## config.mk

```make
export PLATFORM = sky130hd
export DESIGN_NAME = seg7_scan_driver
export DESIGN_NICKNAME = d
export VERILOG_FILES = /design/src/rtl/seg7_scan_driver.sv
export SDC_FILE = /design/constraint.sdc
export NUM_CORES = 1
export LEC_CHECK = 0
export ABC_CLOCK_PERIOD_IN_PS = 4000
export BUFFER_PORTS_ARGS = -buffer_cell sky130_fd_sc_hd__buf_2
export CAP_MARGIN = 30
export CORE_MARGIN = 2
export CORE_UTILIZATION = 58
export CTS_CLUSTER_DIAMETER = 30
export DETAILED_ROUTE_END_ITERATION = 12
export PLACE_DENSITY_LB_ADDON = 0.12
export SLEW_MARGIN = 0
export SYNTH_ARGS = -nofsm -noshare
export SYNTH_HDL_FRONTEND = slang
export SYNTH_SLANG_ARGS = --single-unit
```

## constraint.sdc

```tcl
create_clock -name clk -period 4 [get_ports clk]
set_clock_uncertainty 0.2 [all_clocks]
set_input_delay 0.8 -clock clk [delete_from_list [all_inputs] [get_ports clk]]
set_output_delay 0.8 -clock clk [all_outputs]
set_load 0.05 [all_outputs]
```

## src/rtl/seg7_scan_driver.sv

```systemverilog
// Time-multiplexed common-anode 7-segment driver with frame-aligned word updates.
// Optional leading-zero blanking is enabled by defining SEG7_LZB_EN.
module seg7_scan_driver #(
  parameter int NUM_DIGITS  = 4,
  parameter int REFRESH_DIV = 100000
) (
  input  logic                    clk,
  input  logic                    reset,
  input  logic [4*NUM_DIGITS-1:0] din,
  input  logic                    din_valid,
  input  logic [NUM_DIGITS-1:0]   dp_in,
  input  logic [NUM_DIGITS-1:0]   blank_in,
  output logic [6:0]              dout,
  output logic                    dout_dp,
  output logic [NUM_DIGITS-1:0]   dout_ann,
  output logic                    upd_pending,
  output logic                    frame_done
);

  localparam int CNT_W = (REFRESH_DIV > 1) ? $clog2(REFRESH_DIV) : 1;
  localparam int IDX_W = (NUM_DIGITS > 1) ? $clog2(NUM_DIGITS) : 1;

  logic [CNT_W-1:0]        r_cnt;
  logic [IDX_W-1:0]        r_idx;
  logic [4*NUM_DIGITS-1:0] r_pend_din;
  logic [NUM_DIGITS-1:0]   r_pend_dp;
  logic [NUM_DIGITS-1:0]   r_pend_blank;
  logic                    r_upd_pending;
  logic [4*NUM_DIGITS-1:0] r_disp_din;
  logic [NUM_DIGITS-1:0]   r_disp_dp;
  logic [NUM_DIGITS-1:0]   r_disp_blank;
  logic [6:0]              r_dout;
  logic                    r_dout_dp;
  logic [NUM_DIGITS-1:0]   r_dout_ann;
  logic                    r_frame_done;

  logic                    w_tick;
  logic                    w_wrap;
  logic [CNT_W-1:0]        w_cnt_nxt;
  logic [IDX_W-1:0]        w_idx_nxt;
  logic [4*NUM_DIGITS-1:0] w_pend_din_nxt;
  logic [NUM_DIGITS-1:0]   w_pend_dp_nxt;
  logic [NUM_DIGITS-1:0]   w_pend_blank_nxt;
  logic                    w_upd_nxt;
  logic [4*NUM_DIGITS-1:0] w_disp_din_nxt;
  logic [NUM_DIGITS-1:0]   w_disp_dp_nxt;
  logic [NUM_DIGITS-1:0]   w_disp_blank_nxt;
  logic [NUM_DIGITS-1:0]   w_lzb;
  logic [3:0]              w_nib;
  logic                    w_dp_sel;
  logic                    w_blank_sel;
  logic [NUM_DIGITS-1:0]   w_ann_nxt;
  logic [6:0]              w_dout_nxt;
  logic                    w_dout_dp_nxt;

  function automatic logic [6:0] seg_decode(input logic [3:0] nib);
    logic [6:0] seg;
    case (nib)
      4'h0: seg = 7'b1000000;
      4'h1: seg = 7'b1111001;
      4'h2: seg = 7'b0100100;
      4'h3: seg = 7'b0110000;
      4'h4: seg = 7'b0011001;
      4'h5: seg = 7'b0010010;
      4'h6: seg = 7'b0000010;
      4'h7: seg = 7'b1111000;
      4'h8: seg = 7'b0000000;
      4'h9: seg = 7'b0010000;
      4'hA: seg = 7'b0001000;
      4'hB: seg = 7'b0000011;
      4'hC: seg = 7'b1000110;
      4'hD: seg = 7'b0100001;
      4'hE: seg = 7'b0000110;
      4'hF: seg = 7'b0001110;
    endcase
    return seg;
  endfunction

  assign w_tick    = (r_cnt == CNT_W'(REFRESH_DIV - 1));
  assign w_wrap    = w_tick && (r_idx == IDX_W'(NUM_DIGITS - 1));
  assign w_cnt_nxt = w_tick ? '0 : r_cnt + CNT_W'(1);
  assign w_idx_nxt = w_wrap ? '0 : (w_tick ? r_idx + IDX_W'(1) : r_idx);

  // A strobe landing on the wrap cycle bypasses pending and goes straight to display.
  always_comb begin
    w_pend_din_nxt   = r_pend_din;
    w_pend_dp_nxt    = r_pend_dp;
    w_pend_blank_nxt = r_pend_blank;
    w_upd_nxt        = r_upd_pending;
    w_disp_din_nxt   = r_disp_din;
    w_disp_dp_nxt    = r_disp_dp;
    w_disp_blank_nxt = r_disp_blank;
    if (din_valid) begin
      w_pend_din_nxt   = din;
      w_pend_dp_nxt    = dp_in;
      w_pend_blank_nxt = blank_in;
    end
    if (w_wrap) begin
      w_upd_nxt = 1'b0;
      if (din_valid) begin
        w_disp_din_nxt   = din;
        w_disp_dp_nxt    = dp_in;
        w_disp_blank_nxt = blank_in;
      end else if (r_upd_pending) begin
        w_disp_din_nxt   = r_pend_din;
        w_disp_dp_nxt    = r_pend_dp;
        w_disp_blank_nxt = r_pend_blank;
      end
    end else if (din_valid) begin
      w_upd_nxt = 1'b1;
    end
  end

`ifdef SEG7_LZB_EN
  logic w_zero_run;

  // Zero run from the top digit stops at the first nonzero nibble or lit dp.
  always_comb begin
    w_lzb      = '0;
    w_zero_run = 1'b1;
    for (int k = NUM_DIGITS - 1; k >= 1; k--) begin
      if (w_zero_run && (w_disp_din_nxt[4*k +: 4] == 4'h0) && !w_disp_dp_nxt[k])
        w_lzb[k] = 1'b1;
      else
        w_zero_run = 1'b0;
    end
  end
`else
  assign w_lzb = '0;
`endif

  // Outputs are registered from next-state values so they track idx without lag.
  always_comb begin
    w_nib       = 4'h0;
    w_dp_sel    = 1'b0;
    w_blank_sel = 1'b0;
    w_ann_nxt   = '1;
    for (int k = 0; k < NUM_DIGITS; k++) begin
      if (w_idx_nxt == IDX_W'(k)) begin
        w_nib        = w_disp_din_nxt[4*k +: 4];
        w_dp_sel     = w_disp_dp_nxt[k];
        w_blank_sel  = w_disp_blank_nxt[k] | w_lzb[k];
        w_ann_nxt[k] = 1'b0;
      end
    end
  end

  assign w_dout_nxt    = w_blank_sel ? 7'b1111111 : seg_decode(w_nib);
  assign w_dout_dp_nxt = w_blank_sel | ~w_dp_sel;

  always_ff @(posedge clk) begin
    if (reset) begin
      r_cnt         <= '0;
      r_idx         <= '0;
      r_pend_din    <= '0;
      r_pend_dp     <= '0;
      r_pend_blank  <= '0;
      r_upd_pending <= 1'b0;
      r_disp_din    <= '0;
      r_disp_dp     <= '0;
      r_disp_blank  <= '0;
      r_dout        <= 7'b1111111;
      r_dout_dp     <= 1'b1;
      r_dout_ann    <= '1;
      r_frame_done  <= 1'b0;
    end else begin
      r_cnt         <= w_cnt_nxt;
      r_idx         <= w_idx_nxt;
      r_pend_din    <= w_pend_din_nxt;
      r_pend_dp     <= w_pend_dp_nxt;
      r_pend_blank  <= w_pend_blank_nxt;
      r_upd_pending <= w_upd_nxt;
      r_disp_din    <= w_disp_din_nxt;
      r_disp_dp     <= w_disp_dp_nxt;
      r_disp_blank  <= w_disp_blank_nxt;
      r_dout        <= w_dout_nxt;
      r_dout_dp     <= w_dout_dp_nxt;
      r_dout_ann    <= w_ann_nxt;
      r_frame_done  <= w_wrap;
    end
  end

  assign dout        = r_dout;
  assign dout_dp     = r_dout_dp;
  assign dout_ann    = r_dout_ann;
  assign upd_pending = r_upd_pending;
  assign frame_done  = r_frame_done;

endmodule

```

==> key figures, run 1 <==
Layout
  • P&R area growth vs syn: 13.9%
  • Fin area: 0.00431 mm^2
  • Fin nets: 477
  • Number of diodes: 0
  • Layout cells sized above 1: 21.5%
  • Multi-input combinational cell area: 0.00203 mm^2
  • Layout Cells excl Fill: 524
  • Seq. cell area: 0.00162 mm^2
  • Number of fill cells in the layout: 536

Timing
  • Final setup fails: 0
  • Worst slew pin tran: 1030 ps
  • RSZ-0062 raised after global routing: false
  • Tmin final: 3630 ps
  • Fin Setup TNS: 0 ps
  • Rel. slew slack: 31.6%
  • Final Hold Viols: 0
  • Max frequency: 0.276 GHz
  • Period utilization: 90.7%
  • Max-slew violation count: 0

Logic synthesis
  • Cell count after synthesis: 404
  • Syn Area/Cell: 9.37 um^2
  • Async S/R FF share, synth: 0%
  • EDFF count, synth: 0
  • Yosys warnings: 0
  • Flops & latches, synth: 81
  • Syn Nets: 439
  • Post-synth top flop: dfxtp_1
  • Yosys cell types: 65
  • Sequential-to-total area share from yosys stat: 42.9%
  • Mapped Area: 0.00378 mm^2

Pwr
  • PD cells: 387 mW/mm^2
  • Pleak: 1.80 nW
  • VDD IR max: 268 uV

GRT
  • Antenna violations before repair: 0
  • Total Routing Usage GR: 24.7%
  • Vias in the first global route: 2,879
  • Largest net degree at the start of global routing: 58
  • Total grt overflow: 0
  • First-pass GRT wire length: 14,100 um

Floorplan
  • DIE AREA: 0.00719 mm^2
  • Starting Density: 59.9%
  • Row cnt: 29
  • DIE WIDTH: 84.8 um
  • I/O Pins: 41
  • Die H: 84.8 um
  • Core box area: 0.00631 mm^2

Placement
  • DP Cell Count: 505
  • DP Area: 0.00402 mm^2
  • Detailed Place HPWL: 5760 um
  • Number of port buffers: 40
  • GPL Wtd Cong: 0.824

Clock network
  • Num CTS Buffers: 9
  • TritonCTS clock tree: done
  • Clock root cell: clkbuf_8
  • Hold Buf Count CTS: 0
  • Clk Latency, worst-skew pair: 350 ps
  • Clk buf depth: 2
  • # H-tree levels: 3
  • Clock-pin slew on the worst setup and hold paths: 80 ps
  • Sink Count: 81

Hold path
  • Hold crit path type: flop to flop
  • Hold-critical path depth: 1
  • Worst hold endpoint: r_cnt[0]
  • Hold Path Origin: r_cnt[0]

Worst setup path
  • Worst R2R Setup Slack: 370 ps
  • Worst Setup End Kind: flop
  • Critical setup path kind: flop to flop
  • Reg2Reg Depth: 11
  • Worst flop-to-flop path endpoint: dout[3]
  • Critical-path maximum fanout: 10
  • CP required: 4010 ps
  • Critical Path AT: 3630 ps
  • Startpoint Class: flop
  • R2R Path Start: r_cnt[3]

Run status
  • Status: complete, no violations

Route
  • Number of vias per cell: 5.71
  • Drt drc: 0
  • DRT iter0 DRCs: 161
  • Detailed Routing Iterations Pass 1: 4
  • WL/cell: 15.9 um
  • Routed WL: 8340 um
  • Final ANT Viol Nets: 0
  • Vias: 2,991

Run
  • Number of max-cap violations: 0
## timing repair
item                       in CTS  in global routing
setup endpoints to repair       0                  1
buffers inserted                0                  3
resized for setup               0                  3
## per-layer routing
layer / vias up / track usage, % / wire length [um]
met4: 0 / 10.1 / 166
li1: 1515 / - / -
met5: - / 0 / 0
met1: 1405 / 34.3 / 4040
met2: 55 / 38.1 / 3870
met3: 16 / 4.52 / 263
## cell usage after synthesis, drive strengths merged (3+ instances only)
cell type  number  share of area (%)
a21oi           8                1.4
a31oi           4               0.66
nor2           73                7.2
dfxtp          81                 43
and2            4               0.66
a211oi          6                1.5
buf            13                2.0
o31ai           3               0.96
nand2          16                1.6
nor2b           8                1.3
and3            6                1.1
nor3            7                1.2
o22a           12                2.8
o21ai          20                2.7
inv             9               0.89
nand3          10                1.3
clkbuf         10               0.99
or3             6               0.99
o221ai          3               0.69
ha              8                2.6
o211ai          5                1.1
xor2           10                2.3
xnor2           4               0.93
mux2i          30                8.0
o21bai          4               0.79
mux2           11                3.5
nand4           9                1.8
## flip-flops by register name, indices dropped and copies added (netlist names)
register / flops
r_cnt: 17
r_disp_din: 16
r_pend_din: 16
dout: 7
dout_ann: 4
r_disp_blank: 4
r_disp_dp: 4
r_pend_blank: 4
r_pend_dp: 4
r_idx: 2
dout_dp: 1
frame_done: 1
upd_pending: 1
## final cells by class
| type | instances | share of cell area [%] |
|---|---|---|
| inverter | 9 | 0.784 |
| clock buffer | 11 | 3.28 |
| tap | 77 | 2.24 |
| timing repair buffer | 50 | 6.68 |
| sequential | 81 | 37.6 |
| multi-input combinational | 291 | 47.0 |
| clock inverter | 5 | 2.38 |
## worst max-delay path by stage
stage          slack [ps]  depth (start not counted)      start      end
2_1_floorplan         690                         11  din_valid  dout[3]
3_3_place_gp          530                         11  din_valid  dout[3]
3_5_place_dp          410                         11  din_valid  dout[3]
4_1_cts               290                         12   r_cnt[0]  dout[3]
5_1_grt                50                         12   r_cnt[0]  dout[3]
6_report              370                         11   r_cnt[3]  dout[3]
## placed cells by master (no fill, tap or decap), drive strengths merged, types with 10 or more instances in the layout
cell type / Yosys / routed
nor2: 73 / 73
o21ai: 20 / 20
dfxtp: 81 / 81
xor2: 10 / 10
mux2: 11 / 11
o22a: 12 / 12
buf: 13 / 50
mux2i: 30 / 30
nand2: 16 / 16
clkbuf: 10 / 11
nand3: 10 / 10
## per-stage QoR
stage          setup WS [ps]  total power, mW  hold WS, ps  util (%)
3_3_place_gp             527            0.962          231      63.7
3_5_place_dp             412            0.964          246      63.7
4_1_cts                  293             1.68          257      67.6
5_1_grt                 55.0             1.73          281      68.3
6_report                 373             1.67          260      68.3
2_1_floorplan            689            0.929          218         -
## logic make-up (layout without fill, tap and decap cells)
| kind of cell | after synthesis | in the layout | share of synthesized area, % |
|---|---|---|---|
| AND/OR/NAND/NOR | 150 | 150 | 20.2 |
| flip-flops | 81 | 81 | 42.9 |
| AO/OA/AOI/OAI | 78 | 78 | 15.7 |
| multiplexers | 41 | 41 | 11.5 |
| buffers and inverters | 32 | 75 | 3.84 |
| XOR/XNOR | 14 | 14 | 3.24 |
| adder cells (fa/ha/maj) | 8 | 8 | 2.65 |
## critical path, stage by stage (launching register included)
cell and delay, ps:
dfxtp_1 370, and2_0 350, and4_2 430, nand4_2 310
o211ai_1 390, mux2i_1 120, mux2i_1 350, inv_1 190
ha_1 260, a211oi_1 250, a211o_1 150, o311ai_1 100
## power breakdown
group	internal [mW]	leakage [nW]	switching, mW
Clock	0.431	0.120	0.293
Sequential	0.827	0.661	0.00812
Combinational	0.0428	1.02	0.0670
Total	1.30	1.80	0.368
No activity file was read; power rests on OpenSTA's default activity.
==> run 2: changes to the inputs <==
--- a/config.mk
+++ b/config.mk
@@ -5,11 +5,12 @@
 export SDC_FILE = /design/constraint.sdc
 export NUM_CORES = 1
 export LEC_CHECK = 0
+export ABC_AREA = 1
 export ABC_CLOCK_PERIOD_IN_PS = 4000
 export BUFFER_PORTS_ARGS = -buffer_cell sky130_fd_sc_hd__buf_2
 export CAP_MARGIN = 30
 export CORE_MARGIN = 2
-export CORE_UTILIZATION = 58
+export CORE_UTILIZATION = 59
 export CTS_CLUSTER_DIAMETER = 30
 export DETAILED_ROUTE_END_ITERATION = 12
 export PLACE_DENSITY_LB_ADDON = 0.12
==> key figures, run 2 <==
Run status
  • Status: complete, no violations

Logic synthesis
  • Post-synthesis mux area share: 0.966%
  • EDFF count, synth: 0
  • Yosys top cell by area: dfxtp_1
  • Yosys cell types: 41
  • Ranking of synthesized cells by area: dfxtp_1 (39%), nand2_1 (18%), a21oi_1 (5.2%)
  • Simple-gate portion of the synthesized area: 39.2%
  • Post-synth top flop: dfxtp_1
  • Async S/R FF share, synth: 0%
  • Cell count after synthesis: 596
  • Count leader, synth: nand2_1
  • Main combinational cell family by area after synthesis: simple AND/OR/NAND/NOR gates
  • Adder and majority gate portion of the synthesized area: 2.41%
  • Yosys warnings: 0
  • Complex-gate fraction of the synthesized area: 9.11%
  • Post-synth top cells: nand2_1 (204), dfxtp_1 (81), nor2_1 (50), inv_1 (47), a21oi_1 (43)
  • Synth Area in XOR/XNOR: 1.27%
  • Flops & latches, synth: 81
  • Mapped Area: 0.00415 mm^2
  • Syn Nets: 631
  • Syn Area/Cell: 6.96 um^2
  • Top-area cell type share of the netlist area: 39.1%
  • Sequential-to-total area share from yosys stat: 39.1%

Worst setup path
  • Critical setup path kind: flop to flop
  • Worst Setup End Kind: flop
  • Startpoint Class: flop
  • Critical Path AT: 3000 ps
  • Critical-path maximum fanout: 18
  • CP required: 4040 ps

Route
  • Final ANT Viol Nets: 0
  • Vias: 3,796
  • Detailed Routing Iterations Pass 1: 4
  • Drt drc: 0
  • WL/cell: 12.5 um
  • DRT iter0 DRCs: 170
  • Number of vias per cell: 5.18
  • Routed WL: 9180 um

Timing
  • Final Hold Viols: 0
  • Tmin final: 2970 ps
  • RSZ-0062 raised after global routing: false
  • Fin Hold WS: 264 ps
  • Worst slew pin tran: 597 ps
  • Max-slew violation count: 0
  • Rel. slew slack: 60.2%
  • Fin Setup TNS: 0 ps
  • Max frequency: 0.337 GHz
  • Period utilization: 74.1%
  • Final setup fails: 0

Floorplan
  • I/O Pins: 41
  • DIE WIDTH: 87.8 um
  • Row cnt: 30
  • Starting Density: 61.0%
  • DIE AREA: 0.00771 mm^2
  • Core box area: 0.00679 mm^2
  • Die H: 87.8 um

Clock network
  • Clk buf depth: 2
  • Clk Latency, worst-skew pair: 350 ps
  • Post-cts resize count: 0
  • Clock-pin slew on the worst setup and hold paths: 90 ps
  • Clock root cell: clkbuf_8
  • TritonCTS clock tree: done
  • Post-CTS Setup Bufs: 0
  • Hold Buf Count CTS: 0
  • # H-tree levels: 3
  • Sink Count: 81
  • Num CTS Buffers: 9

Pwr
  • Pleak: 2.15 nW
  • VDD IR max: 240 uV
  • Sequential share of power: 50.7%
  • NetSw: 0.392 mW
  • Combinational power share: 6.9%
  • Total Power: 1.65 mW
  • PD cells: 355 mW/mm^2
  • Internal power: 1.25 mW
  • Clock power share: 42.4%
  • Switch share: 23.9%

Layout
  • Commonest non-fill, non-tap cell in the layout: nand2_1
  • Fin nets: 667
  • Number of fill cells in the layout: 594
  • Seq. cell area: 0.00162 mm^2
  • Number of diodes: 0
  • P&R area growth vs syn: 11.9%
  • Max FFs per register: 17
  • Top reg by flops: r_cnt
  • Layout cells sized above 1: 17.6%
  • Multi-input combinational cell area: 0.00219 mm^2
  • Largest regs: r_cnt (17), r_disp_din (16), r_pend_din (16)
  • Commonest non-fill, non-tap cells in the layout: nand2_1 (204), dfxtp_1 (81), nor2_1 (50)

GRT
  • Total Routing Usage GR: 25.3%
  • Antenna violations before repair: 0
  • First-pass GRT wire length: 15,400 um
  • Vias in the first global route: 3,375
  • Largest net degree at the start of global routing: 55
  • Total grt overflow: 0

Run
  • Number of max-cap violations: 0

Placement
  • GPL Wtd Cong: 0.821
  • Number of port buffers: 40
  • Detailed Place HPWL: 6540 um

Hold path
  • Hold crit path type: flop to flop
-- run 2: changes by cell type after synthesis, sizes merged, moves of 6 or more --
| cell | change |
|---|---|
| inv | +48 |
| o22a | -12 |
| or3 | -6 |
| nand2 | +197 |
| nor2 | -8 |
| and3 | -6 |
| nor2b | -8 |
| a21oi | +35 |
| mux2i | -26 |
| nand3 | +32 |
| mux2 | -11 |
-- run 2: cell families after synthesis --
logic type,Yosys count
adders and majority gates,8
xor gates and xnor gates,6
DFF,81
buffers and inverters,79
and+or+nand+nor,347
AOI/OAI and AO/OA,71
muxes,4
-- run 2: power by group through the flow --
stage          Combinational (mW)  Clock (mW)  Sequential [mW]
2_1_floorplan              0.0636           0            0.868
3_5_place_dp                0.113           0            0.853
6_report                    0.114       0.698            0.834
3_3_place_gp                0.111           0            0.852
4_1_cts                     0.114       0.710            0.834
5_1_grt                     0.127       0.742            0.836
-- run 2: final timing paths --
kind / from / end / slack, ps / cells after the start
max: r_cnt[0] / dout[0] / 1030 / 15
min: r_pend_din[15] / r_pend_din[15] / 260 / 2
max reg2reg: r_cnt[0] / dout[0] / 1030 / 15
min reg2reg: r_pend_din[15] / r_pend_din[15] / 260 / 2
-- run 2: stage by stage --
step                      area (um^2)  setup WS, ps  std cells  utilization [%]
final                            4640          1030        733             68.3
after global routing             4640           712        733             68.3
after CTS                        4640          1050        733             68.3
after detailed placement         4400           823        717             64.8
after global placement           4400           920        717             64.8
after floorplan                  4150          1200        596                -
-- run 2: layout make-up --
type,instances,area share (%)
Multi-Input combinational cell,436,47.3
Sequential cell,81,35.0
Timing Repair Buffer,46,5.29
Inverter,58,4.75
Clock buffer,11,3.26
Tap cell,96,2.59
Clock inverter,5,1.86
-- run 2: worst max-delay path: stages (launching register included) --
cell and delay (ps):
dfxtp_1 360, ha_1 180, nand2_1 120, inv_1 90, nand2_1 80, nor2_2 150
nand4_4 280, inv_1 270, o21ai_0 190, nand2_1 120, nand4_1 170, ha_1 280
inv_1 90, nand3_1 100, nand3_1 100, nand3_1 70
-- run 2: per-layer routing --
metal	up-vias	track usage (%)	share of wire (%)
met3	19	3.77	3.6
li1	1964	-	-
met2	82	42.4	48
met5	-	0	0
met4	0	10.5	2.3
met1	1731	32.7	46
==> run 3: changes to the inputs <==
--- a/config.mk
+++ b/config.mk
@@ -6,7 +6,7 @@
 export NUM_CORES = 1
 export LEC_CHECK = 0
 export ABC_AREA = 1
-export ABC_CLOCK_PERIOD_IN_PS = 4000
+export ABC_CLOCK_PERIOD_IN_PS = 3000
 export BUFFER_PORTS_ARGS = -buffer_cell sky130_fd_sc_hd__buf_2
 export CAP_MARGIN = 30
 export CORE_MARGIN = 2
==> constraint.sdc (replaced) <==
create_clock -name clk -period 3 [get_ports clk]
set_clock_uncertainty 0.2 [all_clocks]
set_input_delay 0.6 -clock clk [delete_from_list [all_inputs] [get_ports clk]]
set_output_delay 0.6 -clock clk [all_outputs]
set_load 0.05 [all_outputs]
==> key figures, run 3 (synthesis gave the netlist of run 2 again) <==
Worst setup path
  • Reg2Reg Depth: 17
  • Startpoint Class: flop
  • Critical-path maximum fanout: 9
  • CP Cell Sequence: ha_1 > nand2_1 > nor2_4 > nand3_2 > nor2_4 > nand2_2 > nand2_1 > nand2_4 > nor2_4 > nand2_1 > nand3_1 > nor2_4 > ha_1 > inv_1 > nand3_1 > nand3_1 > nand3_1
  • Max incr delay on CP: 360 ps
  • Worst flop-to-flop path endpoint: dout[3]
  • Cell family with most CP delay: simple AND/OR/NAND/NOR gates
  • Worst R2R Setup Slack: 200 ps
  • R2R Path Start: r_cnt[0]
  • CP required: 3040 ps
  • Worst Setup End Kind: flop
  • Buf/Inv on CP: 1
  • Critical setup path kind: flop to flop
  • Worst setup startpoint: r_cnt[0]
  • Critical Path AT: 2830 ps
  • Slowest-stage cell, CP: dfxtp_1

Layout
  • P&R area growth vs syn: 13.5%
  • Largest regs: r_cnt (17), r_disp_din (16), r_pend_din (16)
  • Layout cells sized above 1: 19.3%
  • Max FFs per register: 17
  • Number of fill cells in the layout: 600
  • Commonest non-fill, non-tap cell in the layout: nand2_1
  • Number of diodes: 0
  • Top reg by flops: r_cnt
  • Layout Cells excl Fill: 744
  • Fin area: 0.00471 mm^2
  • Finished Core Util: 69.3%
  • Fin nets: 678
  • Commonest non-fill, non-tap cells in the layout: nand2_1 (204), dfxtp_1 (81), nor2_1 (48)

Timing
  • Final WS setup: 205 ps
  • RSZ-0062 raised after global routing: true
  • Worst slew pin tran: 533 ps
  • Rel. slew slack: 64.2%
  • Final Hold Viols: 0
  • Max frequency: 0.358 GHz
  • Tmin final: 2800 ps
  • Max-slew violation count: 0
  • Period utilization: 93.2%
  • Final setup fails: 0

Placement
  • DP Area: 0.00443 mm^2
  • GPL Wtd Cong: 0.859
  • Post-Place Worst Slack: 18.1 ps
  • Detailed Place HPWL: 6960 um
  • DP Cell Count: 721
  • Number of port buffers: 40

Pwr
  • Pleak: 2.19 nW
  • PD cells: 438 mW/mm^2
  • VDD IR max: 252 uV

Run status
  • Status: complete, no violations

Hold path
  • Hold-critical path depth: 1
  • Hold crit path type: flop to flop
  • Hold Path Origin: r_cnt[0]
  • Worst hold endpoint: r_cnt[0]

GRT
  • Vias in the first global route: 3,454
  • Total grt overflow: 0
  • Total Routing Usage GR: 25.1%
  • Largest net degree at the start of global routing: 50
  • First-pass GRT wire length: 15,400 um
  • Antenna violations before repair: 0

Route
  • WL/cell: 12.5 um
  • Routed WL: 9280 um
  • Final ANT Viol Nets: 0
  • DRT iter0 DRCs: 124
  • Vias: 3,835
  • Drt drc: 0
  • Number of vias per cell: 5.15
  • Detailed Routing Iterations Pass 1: 4

Clock network
  • Num CTS Buffers: 9
  • Clock root cell: clkbuf_8
  • Hold Buf Count CTS: 0
  • Sink Count: 81
  • Clk Latency, worst-skew pair: 360 ps
  • Clock-pin slew on the worst setup and hold paths: 80 ps
  • # H-tree levels: 3
  • TritonCTS clock tree: done
  • Clk buf depth: 2

Floorplan
  • Die H: 87.8 um
  • Row cnt: 30
  • DIE WIDTH: 87.8 um
  • DIE AREA: 0.00771 mm^2
  • Starting Density: 61.0%
  • I/O Pins: 41
  • Core box area: 0.00679 mm^2

Run
  • Number of max-cap violations: 0
[run 3: changes by cell type in the layout (fill, tap and decap cells not counted), sizes merged]
cell / previous run / this run
clkinv: 3 / 5
inv: 58 / 57
clkbuf: 11 / 10
clkinvlp: 0 / 1
bufinv: 2 / 1
buf: 46 / 57
[run 3: worst max path at each step]
| stage | to | slack, ps | depth (start not counted) |
|---|---|---|---|
| after floorplan | dout[3] | 200 | 18 |
| after global placement | dout[3] | 120 | 14 |
| after detailed placement | dout[3] | 20 | 14 |
| after CTS | dout[3] | 90 | 19 |
| after global routing | dout[3] | -20 | 17 |
| final | dout[3] | 200 | 17 |
[run 3: stage by stage]
stage          TNS (ps)  hold WS [ps]  total power [mW]
3_3_place_gp          0           231              1.29
5_1_grt           -18.7           282              2.13
3_5_place_dp          0           244              1.29
6_report              0           252              2.06
4_1_cts               0           257              2.08
2_1_floorplan         0           218              1.24
[run 3: routing by layer]
| metal | up-vias | track usage (%) | wire length [um] |
|---|---|---|---|
| li1 | 1988 | - | - |
| met1 | 1759 | 31.5 | 4230 |
| met2 | 71 | 43.3 | 4540 |
| met3 | 17 | 3.30 | 305 |
| met4 | 0 | 10.6 | 204 |
| met5 | - | 0 | 0 |
[run 3: cell type report]
type / count / area, um^2 / area share, %
inverters: 58 / 220 / 4.68
clock inverters: 6 / 57.6 / 1.22
multi-input cells: 436 / 2220 / 47.2
flip-flops and latches: 81 / 1620 / 34.4
well taps: 96 / 120 / 2.55
clock buffers: 10 / 138 / 2.92
repair buffers: 57 / 328 / 6.96
[run 3: what timing repair did]
action | CTS | global route
gates resized for setup | 0 | 6
setup endpoints to repair | 0 | 6
setup buffers | 0 | 7
[run 3: power by group]
| part | leakage [nW] | internal, mW | switching [mW] | total, mW |
|---|---|---|---|---|
| registers | 0.661 | 1.10 | 0.0107 | 1.11 |
| logic | 1.43 | 0.0507 | 0.102 | 0.153 |
| clock network | 0.102 | 0.401 | 0.394 | 0.795 |
| total | 2.19 | 1.55 | 0.507 | 2.06 |
